File: src/rtl/mat_loader.sv
// Serial-to-parallel operand loader: streams A then B (N x N, signed W_IN) and issues them together.
// Build option: MAT_LOADER_B_COLMAJOR_EN makes operand B arrive column-major.
module mat_loader #(
    parameter int W_IN = 8,
    parameter int N    = 2
) (
    input  logic                              clk,
    input  logic                              rstn,
    input  logic [W_IN-1:0]                   s_data,
    input  logic                              s_valid,
    output logic                              s_ready,
    input  logic                              cen,
    output logic                              valid_out,
    output logic [N-1:0][N-1:0][W_IN-1:0]     matrix_1,
    output logic [N-1:0][N-1:0][W_IN-1:0]     matrix_2,
    output logic                              busy
);

    localparam int NN = N * N;
    localparam int IW = $clog2(NN);
    localparam int LW = $clog2(N);

    typedef enum logic [1:0] {
        LOAD_A = 2'd0,
        LOAD_B = 2'd1,
        ISSUE  = 2'd2
    } state_t;

    state_t          state_r;
    logic [IW-1:0]   idx_r;
    logic            hs_s;
    logic            last_s;
    logic [LW-1:0]   row_s;
    logic [LW-1:0]   col_s;
    logic [LW-1:0]   b_row_s;
    logic [LW-1:0]   b_col_s;

    // Handshake decode and element placement; N is a power of two so idx splits into row/col bits.
    always_comb begin
        hs_s   = s_valid && s_ready;
        last_s = (idx_r == IW'(NN - 1));
        row_s  = idx_r[IW-1:LW];
        col_s  = idx_r[LW-1:0];
`ifdef MAT_LOADER_B_COLMAJOR_EN
        b_row_s = col_s;
        b_col_s = row_s;
`else
        b_row_s = row_s;
        b_col_s = col_s;
`endif
    end

    // Loader FSM; all outputs are registered and matrices are only written on accepted elements.
    always_ff @(posedge clk or negedge rstn) begin
        if (!rstn) begin
            state_r   <= LOAD_A;
            idx_r     <= '0;
            matrix_1  <= '0;
            matrix_2  <= '0;
            valid_out <= 1'b0;
            s_ready   <= 1'b0;
            busy      <= 1'b0;
        end else begin
            case (state_r)
                LOAD_A: begin
                    s_ready   <= 1'b1;
                    valid_out <= 1'b0;
                    if (hs_s) begin
                        matrix_1[row_s][col_s] <= s_data;
                        busy                   <= 1'b1;
                        if (last_s) begin
                            idx_r   <= '0;
                            state_r <= LOAD_B;
                        end else begin
                            idx_r <= idx_r + IW'(1);
                        end
                    end
                end
                LOAD_B: begin
                    busy <= 1'b1;
                    if (hs_s) begin
                        matrix_2[b_row_s][b_col_s] <= s_data;
                        if (last_s) begin
                            idx_r     <= '0;
                            state_r   <= ISSUE;
                            s_ready   <= 1'b0;
                            valid_out <= 1'b1;
                        end else begin
                            idx_r   <= idx_r + IW'(1);
                            s_ready <= 1'b1;
                        end
                    end else begin
                        s_ready <= 1'b1;
                    end
                end
                ISSUE: begin
                    // Hold the pair until the multiplier's enabled edge consumes it.
                    if (cen) begin
                        valid_out <= 1'b0;
                        s_ready   <= 1'b1;
                        busy      <= 1'b0;
                        state_r   <= LOAD_A;
                    end else begin
                        valid_out <= 1'b1;
                        s_ready   <= 1'b0;
                        busy      <= 1'b1;
                    end
                end
                default: begin
                    state_r   <= LOAD_A;
                    idx_r     <= '0;
                    valid_out <= 1'b0;
                    s_ready   <= 1'b0;
                    busy      <= 1'b0;
                end
            endcase
        end
    end

endmodule

File: config.mk
export PLATFORM = sky130hd
export DESIGN_NAME = mat_loader
export DESIGN_NICKNAME = d
export VERILOG_FILES = /design/src/rtl/mat_loader.sv
export SDC_FILE = /design/constraint.sdc
export NUM_CORES = 1
export LEC_CHECK = 0
export CAP_MARGIN = 0
export CORE_MARGIN = 4
export CORE_UTILIZATION = 48
export DETAILED_ROUTE_END_ITERATION = 8
export MAX_ROUTING_LAYER = met4
export PLACE_DENSITY = 0.89
export RECOVER_POWER = 25
export SLEW_MARGIN = 20
export SYNTH_ARGS = -nofsm -noshare
export SYNTH_HDL_FRONTEND = slang
export SYNTH_SLANG_ARGS = --single-unit
export TNS_END_PERCENT = 30
File: constraint.sdc
create_clock -name clk -period 2.1 [get_ports clk]
set_input_delay 0.42 -clock clk [delete_from_list [all_inputs] [get_ports clk]]
set_output_delay 0.42 -clock clk [all_outputs]
set_load 0.02 [all_outputs]
Word level (Yosys, flattened, before mapping)
Cells that the tools add are included.
{"block": "op_classes", "reduce_logical": 10, "multipliers": 0, "n_shift": 0, "n_div": 0, "n_addsub": 1, "bitwise": 1, "order_cmp": 4, "mux": 25, "n_eq_ne": 9}
{"op": "$bwmux 32", "count": 2}
{"op": "$demux 16 s1", "count": 1}
{"op": "$mux 16", "count": 1}
{"op": "$mux 2", "count": 7}
{"op": "$ne 2x2->1 const B", "count": 5}
{"op": "$demux 8 s1", "count": 1}
{"op": "$mux 8", "count": 1}
{"op": "$reduce_and 2->1", "count": 4}
{"op": "$mux 1", "count": 7}
{"op": "$pmux 1 s3", "count": 2}
{"op": "$pmux 2 s3", "count": 1}
{"op": "$reduce_and 5->1", "count": 1}
{"op": "$eq 2x2->1 const B", "count": 2}
{"op": "$lt 1x2->1 const B", "count": 2}
{"op": "$pmux 2 s2", "count": 1}
{"op": "$logic_and 1x1->1", "count": 3}
{"op": "$add 2x1->2 const B", "count": 1}
{"op": "$eq 2x1->1 const B", "count": 1}
{"op": "$ge 1x1->1 const B", "count": 2}
{"op": "$logic_not 2->1", "count": 1}
{"op": "$ne 2x1->1 const B", "count": 1}
{"op": "$pmux 1 s2", "count": 1}
{"op": "$reduce_or 2->1", "count": 1}
{"op": "$not 1->1", "count": 1}
{"block": "totals", "reg_bits": 71, "latch_bits": 0, "inputBits": 12, "ram_bits": 0, "n_memories": 0, "rom_bits": 0}

Longest topological paths before layout
{"block": "logic_depth", "word_depth": 7, "depth_mapped": 6, "mapped_depth_nobuf": 5}

Worst setup path after synthesis
Ideal clock, no wire load.
{"block": "synth_path", "kind": "register -> register", "startpoint": "register idx_r[0]", "endpoint": "register state_r[0]", "setup_ns": 0.125, "setup_slack_ns": 0.565, "path_stages_with_launch": 5, "period_less_slack_ns": 1.535, "path_buffers": 0, "arrival_time_ns": 1.410, "cell_sequence": "dfrtp_1 -> ha_1 -> nand3_1 -> a221oi_1 -> mux2_2"}
{"block": "synth_via", "elab_chain_len": 3}
{"item": "start: declaration", "line": "30", "source": "logic [IW-1:0] idx_r;"}
{"item": "start signal: assignment", "line": "75", "source": "idx_r <= idx_r + IW'(1);"}
{"item": "start signal: assignment", "line": "89", "source": "idx_r <= idx_r + IW'(1);"}
{"item": "$eq 2x2->1 (*)", "line": "41", "source": "last_s = (idx_r == IW'(NN - 1));"}
{"item": "$ne 2x2->1 (no line)"}
{"item": "$reduce_and 5->1 (no line) (*)"}
{"item": "end signal: assignment", "line": "56", "source": "state_r <= LOAD_A;"}
{"item": "end signal: assignment", "line": "73", "source": "state_r <= LOAD_B;"}
{"item": "end signal: assignment", "line": "85", "source": "state_r <= ISSUE;"}
{"item": "end: declaration", "line": "29", "source": "state_t state_r;"}
Every way passes the cells marked *; elsewhere a longest branch is shown, timed or not.
A chain may end at the register's enable or synchronous reset.

Worst setup path after layout
{"block": "layout_path", "startpoint": "register state_r[1]", "endpoint": "register matrix_2[2] (netlist name)"}
{"block": "layout_via", "elab_chain_len": 2}
{"item": "$eq 2x1->1", "line": "64", "source": "case (state_r)"}
{"item": "$reduce_and 2->1 (no line)"}
{"item": "end signal: indexed assignment", "line": "82", "source": "matrix_2[b_row_s][b_col_s] <= s_data;"}
{"item": "end: declaration", "line": "15", "source": "output logic [N-1:0][N-1:0][W_IN-1:0] matrix_2,"}
Every way passes these cells.

==> impl_metrics.ini <==
[status]
outcome = finished, violations left
violations = max-capacitance violations, max-slew violations

[die]
die_area_um2 = 7400
core_area_um2 = 5920
num_rows = 28
die_y_um = 86
io_pins = 79
die_x_um = 86
start_util_pct = 49.3

[yosys]
yosysWarnings = 0
syn_inst = 186
synth_area_leaders = dfrtp_1 61%, mux2_2 25%, ha_1 4.3%, nand3_2 2.7%, mux2i_1 1.4%
netlist.area_leader.share_pct = 60.8
yosysTopAreaCell = dfrtp_1
avgSynthCellArea_um2 = 15.7
seq_area_frac_synth_pct = 60.8
ys_ff_latch = 71
synth.distinct_cells = 21
synth_nets = 208
syn_area_um2 = 2920

[critical_path]
critPathLaunchType = flip-flop
critPathMaxFanout = 12
cp_data_arrival_time_ns = 2.15
cp.required_ns = 2.31
setup.worst_path.end_class = flip-flop
worstSetupPathType = reg -> reg

[cells_and_area]
diodes = 0
final_common_cell = clkdlybuf4s50_1
drive_above_1_share_pct = 32.2
instances_no_fill = 351
nNetsFinal = 295
nFillCells = 435
multi_input_area_um2 = 1090
syn2layout_area_growth_pct = 34.5
final_cell_mix = 77 x clkdlybuf4s50_1, 71 x dfrtp_1, 65 x mux2_2
seq_area_um2 = 1780

[routing]
wl_um = 6250
first_iter_violations = 49
avgRoutedWirePerCell_um = 17.8
routed-wl-met2_um = 3120
m1WireLength_um = 2720
routed.top_layer = met4
dr_total_vias = 1836
routed_via_density = 5.23
dr.pass1.iters = 4
met3WireLength_um = 293
drtAntennaViolNets = 0
drcViolationCount = 0

[clock_tree]
clock_latency_ns = 0.33
clk_pin_slew_ns = 0.07
clock_sinks = 71
ctsHoldBuffers = 0
clockRootBuffer = clkbuf_8
post_cts.repair.setup_buffers = 0
cts_tree = yes
cts_resized = 0
clockBufferDepth = 2
htree_levels = 3
numCtsBuffers = 9

[placement]
hpwl_um = 4400
numPortBuffers = 78
pre_cts_slack_ns = 0.0201
gp_congestion = 0.754
placedCellCount = 337

[sta]
setup_viol = 0
relSlewSlack_pct = -10.7
fin_tns_setup_ns = 0
slew_violations = 72
fin_crit_sh_pct = 92.3
worst_slew_pin_slew_ns = 1.66
finalHoldViolCount = 0
period_needed_ns = 1.94
clock_skew_ns = 0.00999
worst_slack_ns = 0.161
max_freq_ghz = 0.516
rsz0062_at_grt = no

[global_routing]
grt_max_degree = 72
overflow = 0
grt_use_total_pct = 19.0
grt_pass1_wl_um = 10000
grt_pass1_vias = 1857
antenna_found_initial = 0

[run]
maxCapViolCount = 1

[power_and_ir_drop]
p_per_area_nw_per_um2 = 1750
p_total_mw = 6.88
ir_drop_uv = 1020
p_leak_nw = 1.72

[min_path]
worstHoldPathType = reg -> reg
==> worst max-delay path: stages, from the launching register on <==
cell and delay, ns:
dfrtp_1 0.41, inv_1 0.16, ha_1 0.47, nand3_2 0.39
mux2_2 0.38
==> final timing paths <==
kind / startpoint / to / slack [ns] / depth (start not counted)
worst max-delay path: state_r[1] / matrix_2[2] / 0.16 / 4
worst min-delay path: matrix_1[10] / matrix_1[10] / 0.51 / 1
worst max register to register: state_r[1] / matrix_2[2] / 0.16 / 4
worst min register to register: matrix_1[10] / matrix_1[10] / 0.51 / 1
max in group asynchronous: rstn / matrix_1[9] / 0.51 / 2
min in group asynchronous: rstn / valid_out / 0.59 / 2
==> synthesized netlist by cell type <==
library cell	count
a21bo_2	1
dfrtp_1	71
nand3_2	8
nor2b_1	1
ha_1	10
a21oi_1	2
a211o_1	1
and2_2	1
inv_1	6
nor2_1	3
o21ai_0	2
o22ai_1	1
clkbuf_4	1
mux2_2	65
a211oi_1	1
a221oi_1	2
buf_8	1
buf_4	1
mux2i_1	4
nand3_1	3
nand2_1	1
==> sequential cells by signal, summed over array words and instances (netlist names) <==
name	count
idx_r	2
busy	1
valid_out	1
matrix_1	32
matrix_2	32
state_r	2
s_ready	1
==> logic make-up (layout without fill, tap and decap cells) <==
group                      after synthesis  after routing  synth area share [%]
AOI/OAI and AO/OA                       10             10                  2.40
adders and majority gates               10             10                  4.28
buffers and inverters                    9             99                  1.80
DFF                                     71             71                  60.8
muxes                                   69             69                  26.4
and+or+nand+nor                         17             17                  4.24
==> layout make-up <==
cell class / count / share of cell area (%)
clock buffers: 13 / 4.04
clock inverters: 1 / 0.127
inverters: 6 / 0.573
multi-input cells: 106 / 27.8
flip-flops and latches: 71 / 45.2
well taps: 75 / 2.39
repair buffers: 79 / 19.9
==> metal layers <==
| layer | track usage, % | vias up |
|---|---|---|
| met3 | 5.19 | 9 |
| met2 | 28.3 | 53 |
| li1 | - | 843 |
| met1 | 24.6 | 931 |
| met5 | - | - |
| met4 | 8.20 | 0 |
==> where the power goes <==
| part | internal (mW) | switching [mW] | total, mW |
|---|---|---|---|
| registers | 2.05 | 0.405 | 2.46 |
| clock network | 0.480 | 0.455 | 0.934 |
| logic | 1.81 | 1.67 | 3.49 |
==> stage by stage <==
stage	instance area (um^2)	utilization, %	hold slack [ns]
after floorplan	2920	-	0.124
after global placement	3780	63.8	0.470
after detailed placement	3780	63.8	0.469
after CTS	3940	66.6	0.0959
after global routing	3930	66.4	0.517
final	3930	66.4	0.506
No activity file was read; power rests on OpenSTA's default activity.
